### config.mk
export PLATFORM = sky130hd
export DESIGN_NAME = sha256_msg_padder_flat
export DESIGN_NICKNAME = d
export VERILOG_FILES = /design/src/rtl/sha256_msg_padder_if.sv /design/src/rtl/sha256_msg_padder.sv /design/src/flat_wrapper.sv
export SDC_FILE = /design/constraint.sdc
export NUM_CORES = 1
export LEC_CHECK = 0
export ABC_AREA = 1
export CAP_MARGIN = 40
export CORE_UTILIZATION = 35
export CTS_CLUSTER_SIZE = 10
export DETAILED_ROUTE_END_ITERATION = 7
export PLACE_DENSITY = 0.63
export SLEW_MARGIN = 10
export SYNTH_ARGS = -nofsm -noshare
export SYNTH_HDL_FRONTEND = slang
export SYNTH_SLANG_ARGS = --single-unit
### constraint.sdc
create_clock -name clk -period 2.3 [get_ports clk]
set_input_delay 0.46 -clock clk [delete_from_list [all_inputs] [get_ports clk]]
set_output_delay 0.46 -clock clk [all_outputs]
set_load 0.05 [all_outputs]
### src/rtl/sha256_msg_padder_if.sv
// Byte-in / word-out stream bundle between a message source, the SHA-256
// padder and the compression core.
interface sha256_msg_padder_if;
  logic [7:0]  in_byte;
  logic        in_valid;
  logic        in_ready;
  logic        in_last;
  logic        in_empty;
  logic [31:0] out_word;
  logic        out_valid;
  logic        out_ready;
  logic        out_blk_last;
  logic        out_msg_last;
  logic        busy;

  modport master (
    output in_byte, in_valid, in_last, in_empty, out_ready,
    input  in_ready, out_word, out_valid, out_blk_last, out_msg_last, busy
  );

  modport slave (
    input  in_byte, in_valid, in_last, in_empty, out_ready,
    output in_ready, out_word, out_valid, out_blk_last, out_msg_last, busy
  );
endinterface

### src/rtl/sha256_msg_padder.sv
// SHA-256 message padder: packs a byte stream into big-endian 32-bit words
// and appends the 0x80 marker, zero fill and 64-bit bit length.
module sha256_msg_padder #(
  parameter int LEN_W = 64
) (
  input logic              clk,
  input logic              reset,
  sha256_msg_padder_if.slave bus
);

  typedef enum logic [2:0] {
    ST_DATA  = 3'd0,
    ST_PAD80 = 3'd1,
    ST_ZERO  = 3'd2,
    ST_LEN   = 3'd3,
    ST_FLUSH = 3'd4
  } state_t;

  state_t            state_r;
  state_t            state_s;
  logic [5:0]        pos_r;
  logic [LEN_W-1:0]  bitcnt_r;
  logic [23:0]       asm_r;
  logic [2:0]        len_idx_r;
  logic [31:0]       out_word_r;
  logic              out_valid_r;
  logic              blk_last_r;
  logic              msg_last_r;
  logic              busy_r;

  logic              stall_s;
  logic              out_fire_s;
  logic              in_ready_s;
  logic              xfer_s;
  logic              byte_en_s;
  logic [7:0]        byte_s;

  // State register.
  always_ff @(posedge clk) begin
    if (reset) begin
      state_r <= ST_DATA;
    end else begin
      state_r <= state_s;
    end
  end

  // Next-state decode; padding states advance only when their byte is inserted.
  always_comb begin
    state_s = state_r;
    case (state_r)
      ST_DATA: begin
        if (xfer_s && bus.in_last) state_s = ST_PAD80;
        else                       state_s = ST_DATA;
      end
      ST_PAD80: begin
        if (!byte_en_s)            state_s = ST_PAD80;
        else if (pos_r == 6'd55)   state_s = ST_LEN;
        else                       state_s = ST_ZERO;
      end
      ST_ZERO: begin
        if (byte_en_s && pos_r == 6'd55) state_s = ST_LEN;
        else                             state_s = ST_ZERO;
      end
      ST_LEN: begin
        if (byte_en_s && len_idx_r == 3'd7) state_s = ST_FLUSH;
        else                                state_s = ST_LEN;
      end
      ST_FLUSH: begin
        if (out_fire_s) state_s = ST_DATA;
        else            state_s = ST_FLUSH;
      end
      default: state_s = ST_DATA;
    endcase
  end

  // Output decode: which byte (if any) enters the assembler this cycle.
  always_comb begin
    stall_s    = out_valid_r && !bus.out_ready;
    out_fire_s = out_valid_r && bus.out_ready;
    in_ready_s = 1'b0;
    xfer_s     = 1'b0;
    byte_en_s  = 1'b0;
    byte_s     = 8'h00;
    case (state_r)
      ST_DATA: begin
        in_ready_s = !reset && !stall_s;
        // in_empty only means something together with in_last
        xfer_s     = bus.in_valid && in_ready_s && (bus.in_last || !bus.in_empty);
        byte_en_s  = xfer_s && !bus.in_empty;
        byte_s     = bus.in_byte;
      end
      ST_PAD80: begin
        byte_en_s = !stall_s;
        byte_s    = 8'h80;
      end
      ST_ZERO: begin
        byte_en_s = !stall_s;
        byte_s    = 8'h00;
      end
      ST_LEN: begin
        byte_en_s = !stall_s;
        byte_s    = bitcnt_r[LEN_W-1 -: 8];
      end
      ST_FLUSH: begin
        byte_en_s = 1'b0;
        byte_s    = 8'h00;
      end
      default: begin
        byte_en_s = 1'b0;
        byte_s    = 8'h00;
      end
    endcase
  end

  // Word assembly, output register, bit counter and busy tracking.
  always_ff @(posedge clk) begin
    if (reset) begin
      pos_r       <= 6'd0;
      bitcnt_r    <= '0;
      asm_r       <= 24'd0;
      len_idx_r   <= 3'd0;
      out_word_r  <= 32'd0;
      out_valid_r <= 1'b0;
      blk_last_r  <= 1'b0;
      msg_last_r  <= 1'b0;
      busy_r      <= 1'b0;
    end else begin
      if (byte_en_s) begin
        pos_r <= pos_r + 6'd1;
        if (pos_r[1:0] == 2'd3) begin
          out_word_r  <= {asm_r, byte_s};
          out_valid_r <= 1'b1;
          blk_last_r  <= (pos_r == 6'd63);
          msg_last_r  <= (state_r == ST_LEN) && (len_idx_r == 3'd7);
        end else begin
          asm_r <= {asm_r[15:0], byte_s};
          if (out_fire_s) out_valid_r <= 1'b0;
        end
      end else if (out_fire_s) begin
        out_valid_r <= 1'b0;
      end

      // The length field is shifted out MSB first, consuming the counter.
      if (byte_en_s && state_r == ST_DATA) begin
        bitcnt_r <= bitcnt_r + LEN_W'(8);
      end else if (byte_en_s && state_r == ST_LEN) begin
        bitcnt_r  <= {bitcnt_r[LEN_W-9:0], 8'h00};
        len_idx_r <= len_idx_r + 3'd1;
      end else if (state_r == ST_FLUSH && out_fire_s) begin
        bitcnt_r  <= '0;
        len_idx_r <= 3'd0;
        pos_r     <= 6'd0;
      end

      if (xfer_s) begin
        busy_r <= 1'b1;
      end else if (state_r == ST_FLUSH && out_fire_s) begin
        busy_r <= 1'b0;
      end
    end
  end

  assign bus.in_ready     = in_ready_s;
  assign bus.out_word     = out_word_r;
  assign bus.out_valid    = out_valid_r;
  assign bus.out_blk_last = blk_last_r;
  assign bus.out_msg_last = msg_last_r;
  assign bus.busy         = busy_r;

endmodule
### src/flat_wrapper.sv
// flat-port wrapper written by rule: the top's interface ports become plain ports
module sha256_msg_padder_flat 
#(
  parameter int LEN_W = 64
)
  (clk, reset, bus_in_byte, bus_in_valid, bus_in_last, bus_in_empty, bus_out_ready, bus_in_ready, bus_out_word, bus_out_valid, bus_out_blk_last, bus_out_msg_last, bus_busy);
  sha256_msg_padder_if bus_i ();
  input logic clk;
  input logic reset;
  input wire logic [$bits(bus_i.in_byte)-1:0] bus_in_byte;
  input wire logic [$bits(bus_i.in_valid)-1:0] bus_in_valid;
  input wire logic [$bits(bus_i.in_last)-1:0] bus_in_last;
  input wire logic [$bits(bus_i.in_empty)-1:0] bus_in_empty;
  input wire logic [$bits(bus_i.out_ready)-1:0] bus_out_ready;
  output wire logic [$bits(bus_i.in_ready)-1:0] bus_in_ready;
  output wire logic [$bits(bus_i.out_word)-1:0] bus_out_word;
  output wire logic [$bits(bus_i.out_valid)-1:0] bus_out_valid;
  output wire logic [$bits(bus_i.out_blk_last)-1:0] bus_out_blk_last;
  output wire logic [$bits(bus_i.out_msg_last)-1:0] bus_out_msg_last;
  output wire logic [$bits(bus_i.busy)-1:0] bus_busy;
  assign bus_i.in_byte = bus_in_byte;
  assign bus_i.in_valid = bus_in_valid;
  assign bus_i.in_last = bus_in_last;
  assign bus_i.in_empty = bus_in_empty;
  assign bus_i.out_ready = bus_out_ready;
  assign bus_in_ready = bus_i.in_ready;
  assign bus_out_word = bus_i.out_word;
  assign bus_out_valid = bus_i.out_valid;
  assign bus_out_blk_last = bus_i.out_blk_last;
  assign bus_out_msg_last = bus_i.out_msg_last;
  assign bus_busy = bus_i.busy;
  sha256_msg_padder #(.LEN_W(LEN_W)) u_core (.clk(clk), .reset(reset), .bus(bus_i));
endmodule
==> summary.md, run 1 <==
| Metric | Value |
|---|---|
| Via-to-Cell Ratio | `5.11` |
| Slew Limit Headroom | `63.4%` |
| Final design utilization | `43.2%` |
| DR DRC count | `0` |
| Max-cap check violation count | `0` |
| Synth top area cells | `dfxtp_1 (36%), nand2_1 (17%), nor2_1 (11%), inv_1 (5.9%), o21ai_0 (5.6%)` |
| #FFs+latches synth | `133` |
| Sequential power share | `42.6%` |
| Crit path max-delay family | `buffers and inverters` |
| CP max stage delay | `0.83 ns` |
| Drt first pass iters | `5` |
| VDD IR max | `438 uV` |
| CP startpoint kind | `flip-flop` |
| Multiplexer share of the synthesized area | `0%` |
| First-pass GRT wire length | `37700 um` |
| Hold WC Path Type | `in -> reg` |
| Pre-CTS setup slack | `0.0501 ns` |
| Post-synthesis cell area | `7460 um2` |
| Mapped Nets | `1209` |
| Pin count of the biggest net entering global routing | `79` |
| Crit. End Element | `output pin` |
| Req. time, crit path | `1.84 ns` |
| Setup TNS | `0 ns` |
| Buffers inserted by post-CTS timing repair | `0` |
| Synth cell types | `44` |
| Main combinational cell family by area after synthesis | `simple AND/OR/NAND/NOR gates` |
| Total of warnings raised by yosys | `0` |
| Worst setup margin | `0.185 ns` |
| Internal power | `0.00416 W` |
| Most common cell after layout, fill and taps aside | `nand2_1` |
| CTS Buffer Depth | `2` |
| Largest area contributor in the netlist | `dfxtp_1` |
| CTS tree | `done` |
| Power density over the cells | `625 nW/um2` |
| Final WL | `23700 um` |
| Clk Tree Root Cell | `clkbuf_16` |
| CP Buf/Inv Count | `1` |
| Placement Rows | `53` |
| Chip width | `148 um` |
| GP Congestion | `0.945` |
| RSZ-0062 raised after global routing | `no` |
| # resized after CTS | `0` |
| Clock sinks | `133` |
| Outcome | `finished, final reports clean` |
| GR Util All Layers | `22.0%` |
| Sw frac | `26.5%` |
| Antenna viol nets, final | `0` |
| Area delta synth->final | `21.4%` |
| Net Sw Power | `0.00150 W` |
| Gate Count Post-Synth | `1191` |
| Num ports | `51` |
| Final setup viols | `0` |
| Final Hold Viols | `0` |
| Worst-path clk slew | `0.06 ns` |
| Slew @ Worst Pin | `0.543 ns` |
| Routed vias | `7905` |
| Most frequent cells in the layout | `nand2_1 (335), nor2_1 (218), dfxtp_1 (133), inv_1 (118), o21ai_0 (84)` |
| Core area | `21000 um2` |
| Final Cycle Share | `92.0%` |
| NumNets Final | `1276` |
| Power share of the clock group | `50.4%` |
| Crit path DAT | `1.65 ns` |
| Register area share after synthesis | `35.7%` |
| DRT iter0 DRCs | `593` |
| Number of global-route vias before repair | `7169` |
| Compound-cell area share of the yosys netlist | `13.6%` |
| Post-Synth XOR/XNOR Area | `1.64%` |
| Slowest cell on crit path | `clkdlybuf4s50_1` |
| H-tree Lvls | `4` |
| Final Skew | `0.00838 ns` |
| WS Path Type | `reg -> out` |
| Die area | `21900 um2` |
| Final HPWL DP | `17600 um` |
| Share of the synthesized area in the top cell type | `35.7%` |
| Ant diodes | `0` |
| Overflow after GRT | `0` |
| IO Port Bufs | `50` |
| Fraction of the mapped netlist area in simple logic gates | `38.3%` |
| Crit path time final | `2.11 ns` |
| Fraction of layout cells with a size suffix above 1 | `8.58%` |
| Lkg Pwr | `3.44 nW` |
| Antenna violations before repair | `0` |
| Hold_buf cts | `0` |
| Final Max Slew Viols | `0` |
| Chip Height | `148 um` |
| Combinational share of power | `7.0%` |
| Fmax | `473 MHz` |
| Worst-Skew Late Latency | `0.42 ns` |
| Routed len/inst | `15.3 um` |
| Syn avg cell area | `6.27 um2` |
| CTS Buf Count | `17` |
| Initial core utilization | `35.6%` |
| Worst-path maximum fanout | `4` |
| Adder-cell share of the synthesized area | `0.671%` |
| Critical-path cell list | `clkdlybuf4s50_1` |
==> power by group through the flow <==
stage          clock network [W]  registers [W]  logic [W]
2_1_floorplan                  0        0.00246   0.000248
3_3_place_gp                   0        0.00246   0.000386
6_report                 0.00286        0.00241   0.000394
5_1_grt                  0.00301        0.00242   0.000432
3_5_place_dp                   0        0.00246   0.000390
4_1_cts                  0.00290        0.00241   0.000393
==> cell families after synthesis <==
group                      count (synthesis)
AOI/OAI and AO/OA                        184
xor gates and xnor gates                  14
adders and majority gates                  4
buffers and inverters                    171
DFF                                      133
and+or+nand+nor                          685
==> area by class of cell <==
cell class                 instances  area [um2]
fill                            2237       11900
clock buffer                      17         425
sequential                       133        2660
clock inverter                    15         188
multi-input combinational        887        4050
tap                              275         344
timing repair buffer              92         908
inverter                         127         485
==> layer usage <==
metal / up-vias / global-route usage (%) / wire, um
li1: 3961 / - / -
met1: 3630 / 29.8 / 10800
met2: 280 / 35.1 / 10600
met3: 34 / 4.20 / 1770
met4: 0 / 6.80 / 456
met5: - / 0 / 0
==> Yosys cell counts (all sizes together) <==
master	count
a211oi	5
a21boi	1
a21oi	54
a22oi	1
a31o	2
a31oi	13
a32o	2
a32oi	1
buf	26
clkbuf	18
clkinv	2
dfxtp	133
ha	4
inv	125
nand2	345
nand3	82
nand4	19
nor2	227
nor3	8
nor3b	3
o2111ai	1
o211ai	7
o21ai	86
o221ai	2
o22ai	8
o31ai	1
or2	1
xnor2	6
xor2	8
==> registers in the layout (all words and copies together) (netlist names) <==
register / count
u_core.pos_r: 6
u_core.bus.out_msg_last: 1
u_core.state_r: 3
u_core.bitcnt_r: 61
u_core.len_idx_r: 3
u_core.bus.out_valid: 1
u_core.bus.out_blk_last: 1
u_core.bus.out_word: 32
u_core.asm_r: 24
u_core.bus.busy: 1
==> worst paths after layout <==
path,start,end,slack [ns],depth (start not counted)
max,u_core.bus.out_valid$_SDFF_PP0_,bus_out_valid,0.19,1
min,reset,u_core.bus.out_word[0]$_SDFFE_PP0P_,0.46,3
max reg2reg,u_core.bitcnt_r[9]$_SDFFE_PP0P_,u_core.bitcnt_r[63]$_SDFFE_PP0P_,0.30,10
min reg2reg,u_core.bus.out_word[7]$_SDFFE_PP0P_,u_core.bus.out_word[7]$_SDFFE_PP0P_,0.47,2
==> metrics by stage <==
step	hold slack, ns	cells	power [W]	cell area (um2)
after floorplan	0.429	1191	0.00271	7460
after global placement	0.450	1514	0.00285	8450
after detailed placement	0.456	1514	0.00285	8450
after CTS	0.449	1546	0.00571	9060
after global routing	0.480	1546	0.00586	9060
final	0.465	1546	0.00566	9060
Note: power is estimated with default switching activity, not from simulation.
==> run 2: changes to the inputs <==
--- a/config.mk
+++ b/config.mk
@@ -11,6 +11,7 @@
 export CTS_CLUSTER_SIZE = 10
 export DETAILED_ROUTE_END_ITERATION = 7
 export PLACE_DENSITY = 0.63
+export SETUP_SLACK_MARGIN = 0.4
 export SLEW_MARGIN = 10
 export SYNTH_ARGS = -nofsm -noshare
 export SYNTH_HDL_FRONTEND = slang
==> run 2 against run 1 <==
Fmax grew 16%. Critical path depth grew 9. Cell area grew 1.4%.
==> summary.md, run 2 (same netlist as run 1, synthesis figures left out) <==
| Metric | Value |
|---|---|
| Outcome | `finished, final reports clean` |
| Final setup viols | `0` |
| Most common cell on crit path | `nand2_1` |
| Routed len/inst | `15.3 um` |
| DP Cell Count | `1508` |
| Max-cap check violation count | `0` |
| Pin count of the biggest net entering global routing | `58` |
| Via-to-Cell Ratio | `5.07` |
| Lkg Pwr | `3.68 nW` |
| Final Skew | `0.00914 ns` |
| Power density over the cells | `612 nW/um2` |
| Slew @ Worst Pin | `0.637 ns` |
| Largest register FFs | `61` |
| Routed vias | `7891` |
| Hold_buf cts | `0` |
| Crit. End Element | `flip-flop` |
| Number of global-route vias before repair | `7022` |
| Combinational share of power | `7.2%` |
| Ant diodes | `0` |
| NumNets Final | `1285` |
| Final Max Slew Viols | `0` |
| IO Port Bufs | `50` |
| Post-route cell area | `9180 um2` |
| Chip width | `148 um` |
| CTS Buf Count | `17` |
| Fin cells | `1555` |
| Fraction of layout cells with a size suffix above 1 | `12.4%` |
| Antenna violations before repair | `0` |
| Most frequent cells in the layout | `nand2_1 (330), nor2_1 (196), dfxtp_1 (120), inv_1 (118), o21ai_0 (83)` |
| Fmax | `549 MHz` |
| WS Path Type | `reg -> reg` |
| Sequential power share | `43.0%` |
| Power share of the clock group | `49.8%` |
| Placed Area | `8380 um2` |
| Clk Tree Root Cell | `clkbuf_16` |
| Worst-path maximum fanout | `5` |
| Most common cell after layout, fill and taps aside | `nand2_1` |
| CP startpoint kind | `flip-flop` |
| Placement Rows | `53` |
| CTS Buffer Depth | `2` |
| H-tree Lvls | `4` |
| Internal power | `0.00415 W` |
| GR Util All Layers | `22.0%` |
| Slowest cell on crit path | `dfxtp_1` |
| Final HPWL DP | `17400 um` |
| Setup TNS | `0 ns` |
| Overflow after GRT | `0` |
| Slew Limit Headroom | `57.6%` |
| Final design utilization | `43.8%` |
| DRT iter0 DRCs | `637` |
| Hold WC Path Type | `in -> reg` |
| CTS tree | `done` |
| DR DRC count | `0` |
| Sw frac | `26.2%` |
| Initial core utilization | `35.6%` |
| Antenna viol nets, final | `0` |
| Worst-Skew Late Latency | `0.43 ns` |
| GP Congestion | `0.937` |
| Worst-path clk slew | `0.06 ns` |
| CP max stage delay | `0.35 ns` |
| Final WL | `23700 um` |
| Die area | `21900 um2` |
| Top reg by flops | `u_core.bitcnt_r` |
| Crit path time final | `1.82 ns` |
| First-pass GRT wire length | `37400 um` |
| Final Hold Viols | `0` |
| Clock sinks | `133` |
| Crit path DAT | `2.14 ns` |
| RSZ-0062 raised after global routing | `yes` |
| Net Sw Power | `0.00147 W` |
| Final Cycle Share | `79.2%` |
| Num ports | `51` |
| Critical-path cell list | `ha_1 -> inv_1 -> nor2_4 -> nand2_2 -> inv_1 -> nand2_1 -> o21ai_0 -> nand2_1 -> nand2_1 -> a21oi_1` |
| Area delta synth->final | `23.1%` |
| Chip Height | `148 um` |
| VDD IR max | `427 uV` |
| Drt first pass iters | `6` |
| Req. time, crit path | `2.61 ns` |
| Core area | `21000 um2` |
==> run 2: cell types whose count changed in the layout (fill, tap and decap cells not counted), sizes merged <==
cell           delta
dlymetal6s2s      +1
clkdlybuf4s50    -37
clkbuf            +1
inv               -2
dlygate4sd2      +36
clkinvlp          -1
clkinv            +2
buf               +9
==> run 2: final cells by class <==
class | count | area, um2
Tap cell | 275 | 344
Fill cell | 2219 | 11800
Timing Repair Buffer | 101 | 908
Sequential cell | 133 | 2680
Inverter | 127 | 499
Clock inverter | 14 | 164
Clock buffer | 18 | 429
Multi-Input combinational cell | 887 | 4160
==> run 2: path summary, 6_finish.rpt <==
check | startpoint | to | slack, ns | depth (start not counted)
max reg2reg | u_core.bitcnt_r[3]$_SDFFE_PP0P_ | u_core.bitcnt_r[59]$_SDFFE_PP0P_ | 0.48 | 10
min reg2reg | u_core.bus.out_word[4]$_SDFFE_PP0P_ | u_core.bus.out_word[4]$_SDFFE_PP0P_ | 0.47 | 2
max | u_core.bitcnt_r[3]$_SDFFE_PP0P_ | u_core.bitcnt_r[59]$_SDFFE_PP0P_ | 0.48 | 10
min | bus_out_ready | u_core.bus.out_valid$_SDFF_PP0_ | 0.40 | 4
==> run 2: critical path: cells and delay by family, from the launching register on <==
kind | cells | cell delay [ns]
simple gates | 5 | 0.60
flops | 1 | 0.35
fa+ha+maj | 1 | 0.19
compound gates | 2 | 0.24
buf+inv | 2 | 0.34
==> run 2: timing repair <==
action                                  4_1_cts  5_1_grt
gates resized for setup                      40       52
pin swaps                                     3        4
buffers inserted                              5       10
endpoints found under the setup margin       45      111
==> run 2: power by group through the flow <==
stage / logic (W) / registers [W] / clock network [W]
6_report: 0.000405 / 0.00241 / 0.00280
3_3_place_gp: 0.000395 / 0.00246 / 0
4_1_cts: 0.000402 / 0.00241 / 0.00284
2_1_floorplan: 0.000249 / 0.00246 / 0
3_5_place_dp: 0.000397 / 0.00246 / 0
5_1_grt: 0.000449 / 0.00242 / 0.00295
==> run 2: metrics by stage <==
stage / power, W / setup slack [ns] / hold slack (ns)
final: 0.00562 / 0.479 / 0.401
after detailed placement: 0.00286 / 0.00373 / 0.461
after CTS: 0.00566 / 0.344 / 0.470
after floorplan: 0.00271 / 0.442 / 0.429
after global placement: 0.00286 / 0.0368 / 0.448
after global routing: 0.00582 / 0.373 / 0.425
==> run 2: routing by layer <==
layer	GRT usage (%)	part of all wire (%)	vias up
li1	-	-	3979
met1	30.3	45	3542
met2	34.0	44	325
met3	4.14	7.9	45
met4	7.99	2.8	0
met5	0	0	-
==> run 3: changes to the inputs <==
==> constraint.sdc (replaced) <==
create_clock -name clk -period 1.8 [get_ports clk]
set_input_delay 0.36 -clock clk [delete_from_list [all_inputs] [get_ports clk]]
set_output_delay 0.36 -clock clk [all_outputs]
set_load 0.05 [all_outputs]
==> run 3 against run 2 <==
The run now ends with negative setup slack left. Worst hold slack got worse by 0.044 ns. Utilization increased by 14 points. Cell area increased by 31%. Count of clock-buffer cells in the layout decreased by 1. Total power increased by 38%. Die area unchanged. Register-to-register slack got worse by 0.53 ns. Largest power group unchanged.
==> summary.md, run 3 (same netlist as run 1, synthesis figures left out) <==
| Metric | Value |
|---|---|
| Area delta synth->final | `61.1%` |
| Clock sinks | `133` |
| Die area | `21900 um2` |
| Worst-Skew Late Latency | `0.44 ns` |
| Post-route cell area | `12000 um2` |
| GP Congestion | `0.943` |
| NumNets Final | `1436` |
| Sw frac | `30.5%` |
| Crit path time final | `1.85 ns` |
| Initial core utilization | `35.6%` |
| Antenna violations before repair | `0` |
| Most frequent cells in the layout | `nand2_1 (292), buf_4 (147), nor2_1 (146), inv_1 (112), dfxtp_1 (91)` |
| CP max stage delay | `0.37 ns` |
| IO Port Bufs | `50` |
| Worst setup margin | `-0.0519 ns` |
| Net Sw Power | `0.00236 W` |
| Final Max Slew Viols | `0` |
| Placement Rows | `53` |
| Most common cell after layout, fill and taps aside | `nand2_1` |
| CP startpoint kind | `flip-flop` |
| CP Buf/Inv Count | `2` |
| Final HPWL DP | `18100 um` |
| Lkg Pwr | `4.84 nW` |
| Power consumption | `0.00773 W` |
| Hold WC Path Type | `in -> reg` |
| Max-cap check violation count | `0` |
| Hold_buf cts | `0` |
| Routed vias | `8849` |
| Internal power | `0.00537 W` |
| Crit path max-delay family | `simple AND/OR/NAND/NOR gates` |
| Fraction of layout cells with a size suffix above 1 | `38.7%` |
| Core area | `21000 um2` |
| CTS tree | `done` |
| Crit. End Element | `flip-flop` |
| Combinational share of power | `13.2%` |
| Final Hold Viols | `0` |
| Drt first pass iters | `6` |
| RSZ-0062 raised after global routing | `yes` |
| Worst-path clk slew | `0.07 ns` |
| Chip width | `148 um` |
| Slowest cell on crit path | `dfxtp_4` |
| DRT iter0 DRCs | `657` |
| Ant diodes | `0` |
| Routed len/inst | `17.4 um` |
| Setup TNS | `-0.0519 ns` |
| Number of global-route vias before repair | `8296` |
| Top reg by flops | `u_core.bitcnt_r` |
| Fmax | `540 MHz` |
| Final Skew | `0.0143 ns` |
| Overflow after GRT | `0` |
| Final WL | `29600 um` |
| CTS Buffer Depth | `2` |
| Num ports | `51` |
| Outcome | `finished, violations left` |
| Worst-path maximum fanout | `8` |
| GR Util All Layers | `25.9%` |
| Final setup viols | `1` |
| Clk Tree Root Cell | `clkbuf_16` |
| Slew Limit Headroom | `61.9%` |
| Failing checks | `negative setup slack` |
| Placed Area | `9130 um2` |
| Pin count of the biggest net entering global routing | `79` |
| Chip Height | `148 um` |
| VDD IR max | `483 uV` |
| FILL cells | `1837` |
| Antenna viol nets, final | `0` |
| Power share of the clock group | `46.7%` |
| Crit path DAT | `2.19 ns` |
| Sequential power share | `40.1%` |
| First-pass GRT wire length | `43800 um` |
| WS Path Type | `reg -> reg` |
| Slew @ Worst Pin | `0.571 ns` |
| Power density over the cells | `643 nW/um2` |
| Largest register FFs | `61` |
| Critical-path cell list | `nor2_4 -> nand2_4 -> nor2_4 -> nand3_4 -> nand2_8 -> nand2_8 -> buf_12 -> clkinv_8 -> o21ai_0 -> a21oi_1` |
| H-tree Lvls | `4` |
| CTS Buf Count | `17` |
| Req. time, crit path | `2.14 ns` |
| DR DRC count | `0` |
| Final Cycle Share | `103%` |
| Via-to-Cell Ratio | `5.19` |
-- run 3: area by class of cell --
class | instances | area, um2 | share of cell area, %
clock buffers | 17 | 425 | 3.54
repair buffers | 246 | 2590 | 21.6
multi-input cells | 888 | 5110 | 42.5
flip-flops and latches | 133 | 2740 | 22.7
repair inverters | 5 | 83.8 | 0.697
well taps | 275 | 344 | 2.86
inverters | 127 | 557 | 4.63
clock inverters | 15 | 178 | 1.48
-- run 3: path summary, 6_finish.rpt --
path,from,cells after the start,to,slack (ns)
max,u_core.state_r[0]$_SDFF_PP0_,10,u_core.asm_r[8]$_SDFFE_PP0P_,-0.05
min,reset,3,u_core.bus.out_word[6]$_SDFFE_PP0P_,0.36
max reg2reg,u_core.state_r[0]$_SDFF_PP0_,10,u_core.asm_r[8]$_SDFFE_PP0P_,-0.05
min reg2reg,u_core.bus.out_blk_last$_SDFFE_PP0P_,2,u_core.bus.out_blk_last$_SDFFE_PP0P_,0.47
-- run 3: worst register-to-register path, cell delays in order (launching register included) --
cell	delay (ns)
dfxtp_4	0.37
nor2_4	0.15
nand2_4	0.08
nor2_4	0.13
nand3_4	0.15
nand2_8	0.16
nand2_8	0.11
buf_12	0.15
clkinv_8	0.07
o21ai_0	0.11
a21oi_1	0.27
-- run 3: repair_timing --
action | CTS | global route
cloned | 13 | 3
endpoints found under the setup margin | 131 | 138
pin swaps | 47 | 54
gates resized for setup | 274 | 189
buffers inserted | 40 | 14
-- run 3: through the flow --
step / setup slack [ns] / hold WS [ns] / utilization (%) / cells
after detailed placement: -0.407 / 0.459 / 43.6 / 1604
after floorplan: 0.0440 / 0.429 / - / 1191
after CTS: 0.0521 / 0.337 / 53.3 / 1689
final: -0.0519 / 0.357 / 57.4 / 1706
after global placement: -0.415 / 0.444 / 43.6 / 1604
after global routing: -0.0972 / 0.366 / 57.4 / 1706
-- run 3: routing by layer --
metal,part of all wire (%),GRT usage [%]
met5,0,0
met4,4.0,12.4
met3,6.9,4.69
met2,48,43.0
met1,41,32.3
-- run 3: power by group through the flow --
stage          Sequential, W  Combinational, W  Clock [W]
5_1_grt              0.00310           0.00107    0.00377
3_5_place_dp         0.00314          0.000550          0
4_1_cts              0.00308          0.000847    0.00360
3_3_place_gp         0.00314          0.000544          0
2_1_floorplan        0.00314          0.000342          0
6_report             0.00310           0.00102    0.00361
==> RTL change, RTL diff (settings of run 3) <==
`LEN_W` is set to 64 in 2 places; all go to 32.
--- a/src/rtl/sha256_msg_padder.sv
+++ b/src/rtl/sha256_msg_padder.sv
@@ -1,7 +1,7 @@
 // SHA-256 message padder: packs a byte stream into big-endian 32-bit words
 // and appends the 0x80 marker, zero fill and 64-bit bit length.
 module sha256_msg_padder #(
-  parameter int LEN_W = 64
+  parameter int LEN_W = 32
 ) (
   input logic              clk,
   input logic              reset,
--- a/src/flat_wrapper.sv
+++ b/src/flat_wrapper.sv
@@ -1,7 +1,7 @@
 // flat-port wrapper written by rule: the top's interface ports become plain ports
 module sha256_msg_padder_flat 
 #(
-  parameter int LEN_W = 64
+  parameter int LEN_W = 32
 )
   (clk, reset, bus_in_byte, bus_in_valid, bus_in_last, bus_in_empty, bus_out_ready, bus_in_ready, bus_out_word, bus_out_valid, bus_out_blk_last, bus_out_msg_last, bus_busy);
   sha256_msg_padder_if bus_i ();
Check against the original RTL: same outputs for any inputs over 10 cycles, from zero or initial values and one cycle with reset high; that may be too few to reach the edited logic, so the function may still have changed.
==> RTL change against run 3 <==
- critical path type is now reg -> out
- synthesized cell count shrank 38%
- setup slack gained 0.21 ns
- final area shrank 41%
- clock skew shrank 0.0036 ns
- sequential cell count shrank 32
- area after synthesis shrank 35%
- routed wire length shrank 53%
- total power shrank 33%
- critical path depth shrank 5
==> RTL change: results (changes against run 3) <==
net count reported at finish 851 (was 1,436); syn_area_per_cell 6.593 um^2 (was 6.265 um^2); CTS HTree Levels 3 (was 4); fraction of area in multi-input gates 42.95% (was 42.49%); total CTS buffers 9 (was 17); DR pass1 iterations 5 (was 6); Synth Area in XOR/XNOR 1.988% (was 1.643%); met2 routed WL 7334 um (was 14,230 um); Vias 4,934 (was 8,849); min-delay src u_core.bus.out_word[4] (was reset); Fill cells 1,295 (was 1,837); Internal Power 0.003820 W (was 0.005370 W); outcome finished clean (was finished with violations); largest net degree at the start of global routing 42 (was 79); count of multi-input combinational gates 552 (was 888); clock buffers 11 (was 17); post-place setup slack -0.2854 ns (was -0.4068 ns); Inst Count DP 979 (was 1,604); Reg area 2053 um^2 (was 2735 um^2); Setup Fix Bufs, Post-CTS 9 (was 40); Hold Crit Depth 2 (was 3); R2R depth 13 (was 10); Fin Hold WS 0.4645 ns (was 0.3570 ns); Iter 0 DRT Violations 317 (was 657); Synth Area in Adders 1.033% (was 0.6707%); Multi-input gate area 3049 um^2 (was 5109 um^2)
-- RTL change: cell count changes after synthesis, sizes merged, moves of 11 or more --
cell | run 3 | this run
inv | 125 | 50
o21ai | 86 | 64
nand3 | 82 | 53
dfxtp | 133 | 101
buf | 26 | 15
a21oi | 54 | 40
a31oi | 13 | 1
nor2 | 227 | 148
nand2 | 345 | 214
nand4 | 19 | 4
-- RTL change: power groups by stage --
stage / registers [W] / logic, W / clock network [W]
final: 0.00240 / 0.000706 / 0.00206
after global routing: 0.00240 / 0.000767 / 0.00221
after CTS: 0.00238 / 0.000607 / 0.00210
after detailed placement: 0.00243 / 0.000514 / 0
after global placement: 0.00243 / 0.000511 / 0
after floorplan: 0.00242 / 0.000322 / 0
-- RTL change: worst max-delay path, cell delays in order, from the launching register on --
cell and delay [ns]:
dfxtp_4 0.36, nor2_4 0.12, nand2_2 0.08, nor2_4 0.12, buf_6 0.13, buf_12 0.12
